$ cat config.mk
export PLATFORM = sky130hd
export DESIGN_NAME = rate_pulse_gen_flat
export DESIGN_NICKNAME = d
export VERILOG_FILES = /design/src/rtl/rate_pulse_gen_pkg.sv /design/src/rtl/rate_pulse_gen_if.sv /design/src/rtl/rate_pulse_gen_sync2.sv /design/src/rtl/rate_pulse_gen.sv /design/src/flat_wrapper.sv
export SDC_FILE = /design/constraint.sdc
export NUM_CORES = 1
export LEC_CHECK = 0
export CAP_MARGIN = 20
export CORE_MARGIN = 3
export CORE_UTILIZATION = 35
export DETAILED_ROUTE_END_ITERATION = 12
export GPL_TIMING_DRIVEN = 0
export PLACE_DENSITY = 0.51
export SYNTH_ARGS = -nofsm -noshare
export SYNTH_HDL_FRONTEND = slang
export SYNTH_SLANG_ARGS = --single-unit
export TNS_END_PERCENT = 5
$ cat constraint.sdc
create_clock -name clock -period 2.1 [get_ports clock]
set_input_delay 0.42 -clock clock [delete_from_list [all_inputs] [get_ports clock]]
set_output_delay 0.42 -clock clock [all_outputs]
set_load 0.03 [all_outputs]
$ cat src/rtl/rate_pulse_gen_pkg.sv
// Shared rate encodings and elaboration-time period helpers for the
// enable-pulse generator.
package rate_pkg;

  localparam int CNT_W = 28;

  localparam logic [1:0] RATE_FULL    = 2'b00;
  localparam logic [1:0] RATE_1HZ     = 2'b01;
  localparam logic [1:0] RATE_HALF    = 2'b10;
  localparam logic [1:0] RATE_QUARTER = 2'b11;

  function automatic logic [CNT_W-1:0] period_of(input logic [1:0] sel, input int clk_hz);
    logic [CNT_W-1:0] p;
    case (sel)
      RATE_FULL:    p = CNT_W'(32'sd1);
      RATE_1HZ:     p = CNT_W'(clk_hz);
      RATE_HALF:    p = CNT_W'(32'sd2 * clk_hz);
      RATE_QUARTER: p = CNT_W'(32'sd4 * clk_hz);
      default:      p = CNT_W'(32'sd1);
    endcase
    return p;
  endfunction

  // Counter load value: the counter runs P-1 down to 0, then fires.
  function automatic logic [CNT_W-1:0] reload_of(input logic [1:0] sel, input int clk_hz);
    return period_of(sel, clk_hz) - CNT_W'(32'sd1);
  endfunction

  function automatic bit period_fits(input int clk_hz, input int w);
    longint max_reload;
    max_reload = 64'sd4 * longint'(clk_hz) - 64'sd1;
    return (w >= 63) || ((max_reload >>> w) == 64'sd0);
  endfunction

endpackage

$ cat src/rtl/rate_pulse_gen_if.sv
// Switch inputs and enable/status outputs of the rate pulse generator.
interface rate_pulse_gen_if;
  logic       run;
  logic [1:0] rate_sel;
  logic       pulse;
  logic       active;

  modport master (output run, output rate_sel, input pulse, input active);
  modport slave  (input run, input rate_sel, output pulse, output active);
endinterface

$ cat src/rtl/rate_pulse_gen_sync2.sv
// Two-flop synchroniser for asynchronous board switches, with synchronous
// active-high clear.
module sync2 #(
  parameter int W = 1
) (
  input  logic         clock,
  input  logic         clear,
  input  logic [W-1:0] d,
  output logic [W-1:0] q
);

  logic [W-1:0] meta;

  // Two-stage capture of the asynchronous input.
  always_ff @(posedge clock) begin
    if (clear) begin
      meta <= {W{1'b0}};
      q    <= {W{1'b0}};
    end else begin
      meta <= d;
      q    <= meta;
    end
  end

endmodule

$ cat src/rtl/rate_pulse_gen.sv
// One-clock enable pulse every P clocks, P chosen by rate_sel; run pauses
// the period without losing phase, a rate change restarts it.
module rate_pulse_gen
  import rate_pkg::*;
#(
  parameter int CLK_HZ = 50_000_000,
  parameter int CNT_W  = 28
) (
  input  logic             clock,
  input  logic             clear,
  rate_pulse_gen_if.slave  bus
);

  if (!period_fits(CLK_HZ, CNT_W) || (CNT_W > rate_pkg::CNT_W)) begin : g_bad_cfg
    $error("rate_pulse_gen: period constants do not fit in CNT_W bits");
  end

  localparam logic [CNT_W-1:0] RELOAD_FULL    = CNT_W'(reload_of(RATE_FULL, CLK_HZ));
  localparam logic [CNT_W-1:0] RELOAD_1HZ     = CNT_W'(reload_of(RATE_1HZ, CLK_HZ));
  localparam logic [CNT_W-1:0] RELOAD_HALF    = CNT_W'(reload_of(RATE_HALF, CLK_HZ));
  localparam logic [CNT_W-1:0] RELOAD_QUARTER = CNT_W'(reload_of(RATE_QUARTER, CLK_HZ));
  localparam logic [CNT_W-1:0] CNT_ZERO       = {CNT_W{1'b0}};
  localparam logic [CNT_W-1:0] CNT_ONE        = {{(CNT_W-1){1'b0}}, 1'b1};

  logic             run_s;
  logic [1:0]       sel_s;
  logic [1:0]       sel_q;
  logic [CNT_W-1:0] cnt;
  logic [CNT_W-1:0] reload_s;
  logic             pulse_r;
  logic             active_r;

  sync2 #(.W(1)) u_sync_run (
    .clock (clock),
    .clear (clear),
    .d     (bus.run),
    .q     (run_s)
  );

  sync2 #(.W(2)) u_sync_sel (
    .clock (clock),
    .clear (clear),
    .d     (bus.rate_sel),
    .q     (sel_s)
  );

  // Load value for the currently selected rate.
  always_comb begin
    reload_s = RELOAD_FULL;
    case (sel_s)
      RATE_FULL:    reload_s = RELOAD_FULL;
      RATE_1HZ:     reload_s = RELOAD_1HZ;
      RATE_HALF:    reload_s = RELOAD_HALF;
      RATE_QUARTER: reload_s = RELOAD_QUARTER;
      default:      reload_s = RELOAD_FULL;
    endcase
  end

  // Period counter; a rate change outranks everything, including a due pulse.
  always_ff @(posedge clock) begin
    if (clear) begin
      sel_q    <= 2'b00;
      cnt      <= CNT_ZERO;
      pulse_r  <= 1'b0;
      active_r <= 1'b0;
    end else begin
      active_r <= run_s;
      if (sel_s != sel_q) begin
        cnt     <= reload_s;
        pulse_r <= 1'b0;
        sel_q   <= sel_s;
      end else if (!run_s) begin
        pulse_r <= 1'b0;
      end else if (cnt == CNT_ZERO) begin
        pulse_r <= 1'b1;
        cnt     <= reload_s;
      end else begin
        cnt     <= cnt - CNT_ONE;
        pulse_r <= 1'b0;
      end
    end
  end

  assign bus.pulse  = pulse_r;
  assign bus.active = active_r;

endmodule

$ cat src/flat_wrapper.sv
// flat-port wrapper written by rule: the top's interface ports become plain ports
module rate_pulse_gen_flat import rate_pkg::*;
#(
  parameter int CLK_HZ = 50_000_000,
  parameter int CNT_W  = 28
)
  (clock, clear, bus_run, bus_rate_sel, bus_pulse, bus_active);
  rate_pulse_gen_if bus_i ();
  input  logic clock;
  input  logic clear;
  input wire logic [$bits(bus_i.run)-1:0] bus_run;
  input wire logic [$bits(bus_i.rate_sel)-1:0] bus_rate_sel;
  output wire logic [$bits(bus_i.pulse)-1:0] bus_pulse;
  output wire logic [$bits(bus_i.active)-1:0] bus_active;
  assign bus_i.run = bus_run;
  assign bus_i.rate_sel = bus_rate_sel;
  assign bus_pulse = bus_i.pulse;
  assign bus_active = bus_i.active;
  rate_pulse_gen #(.CLK_HZ(CLK_HZ), .CNT_W(CNT_W)) u_core (.clock(clock), .clear(clear), .bus(bus_i));
endmodule
==> results.txt <==
----------------------------------------------------
[Status]
  Status ... finished with violations
  Violated checks ... negative setup slack

[Synthesis]
  Nets in the synthesized netlist ... roughly 280
  Post-synthesis area per instance ... 7.92 um2
  Most repeated cell in the gate-level netlist after synthesis ... dfxtp_1
  Share of synthesized registers carrying an async set or reset ... 0%
  Share of the synthesized area in compound gates (AO/OA/AOI/OAI) ... ~22%
  Fraction of synthesized area in multiplexers ... just under 2%
  Cell type contributing the most total cell area after synthesis ... dfxtp_1
  Area share of the largest cell type after synthesis ... ~35%
  Netlist area before placement ... 0.00215 mm2
  Post-synth EDFFs ... 0
  Top post-synthesis cells by count ... dfxtp_1, nor2_1, o21ai_0, a21oi_1
  Dominant combinational cell family by area after synthesis ... simple AND/OR/NAND/NOR gates
  Primary flip-flop cell chosen by synthesis mapping ... dfxtp_1
  Area share of fa/ha/maj cells after synthesis ... around 3.5%
  Top post-synthesis cells by area ... dfxtp_1, o21ai_0, a21oi_1
  Post-synthesis register bit count ... 38
  Portion of the post-synthesis area used by sequential elements ... a little over a third
  XOR/XNOR Fraction of Synth Area ... under 10%
  Simple-gate share of the synthesized area ... 30.9%
  Number of instances in the synthesized netlist ... 271
  Yosys warns ... 0
  Count of distinct cell types in the synthesized netlist ... a little under 50

[STA]
  Number of max-slew violations in the final report ... 0
  Min cycle time layout ... 2250 ps
  Number of failing hold endpoints at the final stage ... 0
  Worst path setup slack after routing ... -151 ps
  Fmax ... approximately 440 MHz
  Max_slew headroom ... a little over half
  Setup-violating endpoint count in the final report ... 22
  Post-Route Skew ... 2.48 ps
  RSZ-0062 raised after global routing ... true
  Final period util ... 107%
  Worst-Margin Slew ... 680 ps

[Hold path]
  Type of the tightest min-delay check ... reg -> reg
  Worst-case hold path end point ... u_core.u_sync_sel.q[1]$_SDFF_PP0_
  Start point of the worst min-delay path ... u_core.u_sync_sel.meta[1]$_SDFF_PP0_
  Cells on Worst Hold Path ... 1

[Setup path]
  Reg2reg start ... u_core.cnt[4]$_SDFFE_PP0P_
  Reg-to-reg slack, setup ... -150 ps
  Worst-path cell with the longest stage delay ... or4_4
  Worst-case reg-to-reg path depth ... 9
  Biggest fanout along the worst timing path ... 6
  Required time worst endpoint ... between 2000 and 2500 ps
  Crit Path Category ... reg -> reg
  Maximum single-stage delay on the critical path ... ~540 ps
  Dominant cell type by count on the critical path ... buf_6
  Worst-path cell chain ... or4_4 -> or2_1 -> buf_6 -> nor3_4 -> buf_6 -> buf_4 -> a21oi_2 -> o221ai_1 -> a311oi_1
  Nature of the critical path startpoint ... flip-flop
  Reg2reg end ... u_core.cnt[25]$_SDFFE_PP0P_
  Worst EP arrival ... between 2000 and 2500 ps
  Kind of end point of the critical path ... flip-flop

[Finish]
  Filler instances ... between 500 and 600
  Non-filler cells in the finished layout ... between 300 and 400
  Share of cells above drive strength 1 ... a little under a fifth
  Number of nets in the layout ... between 300 and 400
  Synthesis-to-finish area growth ... 20.9%
  Final design utilization ... 45.5%
  Antenna diode count ... 0

[Clock network]
  # H-tree levels ... 2
  Clock transition time at the flip-flop clock pins of the worst setup and hold paths ... 80 ps
  Clock Tree Buf Depth ... 2
  TritonCTS clock tree ... yes
  Clock tree root driver cell ... clkbuf_8
  Insertion delay of the later-clocked pin in the worst-skew pair ... approximately 290 ps
  Clk sink count ... 38
  CTS buffer count ... 5

[Routing]
  Number of DRC violations after detailed-routing iteration 0 ... 171
  Via density ... just over 6
  Antenna Violating Nets Remaining ... 0
  Wire per inst ... between 15 and 20 um
  First-pass DRT Iterations ... 4
  # DRC ... 0
  Final wirelength ... just over 7000 um
  Count of vias placed by the detailed router ... between 2000 and 2500

[Power]
  Worst vdd rail ir drop ... ~590 uV
  Power per Cell Area ... ~890 mW/mm2
  Standby leakage power ... approximately 0.95 nW

[Die]
  DIE WIDTH ... about 84 um
  Chip height ... ~84 um
  Number of ports placed on the die boundary ... 7
  Starting density of the core ... a little under two fifths
  Std cell rows ... 27
  Total die area ... 0.00711 mm2
  Core Area ... 0.00571 mm2

[Placed design]
  Final estimated routing congestion in global placement ... 0.853
  Dpl hpwl ... approximately 4800 um
  Count of port buffers added during placement ... 5
  Placed insts ... approximately 350

[GRT]
  Global-route wire length before repair ... 11300 um
  Via count of the first global-routing pass ... a little over 2000
  Maximum number of pins on one net before global-route repair ... 12
  Tot GR Track Use ... roughly a fifth
  Overflow after GRT ... 0
  Antenna violations before repair ... 0

[Run]
  Maximum capacitance violations ... 0

----------------------------------------------------
==> per-stage QoR <==
stage	area [um2]	hold slack (ps)	total power, mW	TNS, ps	setup slack [ps]
after floorplan	2150	414	1.42	-15.9	-13.6
after global placement	2290	417	1.63	-9440	-463
after detailed placement	2290	423	1.63	-8630	-432
after CTS	2510	441	2.24	-1710	-129
after global routing	2590	454	2.44	-3820	-212
final	2590	439	2.31	-1540	-151
==> registers in the layout, summed over array words and instances, names as in the netlist <==
signal                  count
u_core.sel_q                2
u_core.bus.pulse            1
u_core.cnt                 28
u_core.u_sync_run.q         1
u_core.u_sync_sel.q         2
u_core.u_sync_sel.meta      2
u_core.bus.active           1
u_core.u_sync_run.meta      1
==> worst max-delay path by stage <==
stage	start	endpoint	slack (ps)	cells after the start
after detailed placement	u_core.cnt[8]$_SDFFE_PP0P_	u_core.cnt[5]$_SDFFE_PP0P_	-430	6
after global placement	u_core.cnt[18]$_SDFFE_PP0P_	u_core.cnt[5]$_SDFFE_PP0P_	-460	6
after global routing	u_core.cnt[4]$_SDFFE_PP0P_	u_core.cnt[5]$_SDFFE_PP0P_	-210	8
final	u_core.cnt[4]$_SDFFE_PP0P_	u_core.cnt[25]$_SDFFE_PP0P_	-150	9
after CTS	u_core.cnt[3]$_SDFFE_PP0P_	u_core.cnt[25]$_SDFFE_PP0P_	-130	7
after floorplan	u_core.cnt[24]$_SDFFE_PP0P_	u_core.cnt[22]$_SDFFE_PP0P_	-10	8
==> logic make-up after synthesis <==
logic type | count (synthesis)
flops | 38
simple gates | 123
mux | 4
fa+ha+maj | 6
buf+inv | 22
xor+xnor | 4
compound gates | 74
==> cell type report <==
cell class                      count  area, um2  share of cell area [%]
Multi-Input combinational cell    212       1390                    53.7
Clock buffer                        5       68.8                    2.65
Sequential cell                    38        772                    29.7
Buffer                              9       65.1                    2.51
Clock inverter                      2       10.0                   0.386
Timing Repair Buffer               18        159                    6.12
Inverter                           10       37.5                    1.45
Tap cell                           72       90.1                    3.47
==> power by group <==
| group | total, mW | switching, mW | internal [mW] |
|---|---|---|---|
| sequential | 0.863 | 0.0793 | 0.784 |
| combinational | 0.950 | 0.567 | 0.383 |
| clock | 0.492 | 0.269 | 0.223 |
| total | 2.31 | 0.915 | 1.39 |
==> cells in the final DEF, fill, tap and decap left out, drive strengths merged, types with 6 or more instances in the layout <==
cell type	synthesis	layout
dfxtp	38	38
nor2	26	26
a21oi	22	23
o21ai	23	23
nor3	22	22
nand2	19	19
buf	6	19
nor4	13	13
inv	10	10
or4	9	9
nand3	8	8
clkbuf	6	8
nor2b	7	7
ha	6	6
==> per-layer routing <==
metal,up-vias,global-route usage (%),part of all wire (%)
li1,1069,-,-
met1,1044,28.5,46
met2,89,31.9,44
met3,15,3.63,7.3
met4,0,7.16,2.5
met5,-,0,0
==> critical path: cells and delay by family, from the launching register on <==
kind / cells / cell delay (ps)
simple gates: 3 / 950
buf+inv: 3 / 420
compound gates: 3 / 390
flops: 1 / 370
==> timing repair <==
action,CTS,global route
endpoints found under the setup margin,28,28
cloned,2,0
pin swaps,18,16
resized for setup,28,23
setup buffers,8,4
hold buffers,0,0
Power figures use the tool's default switching activity.
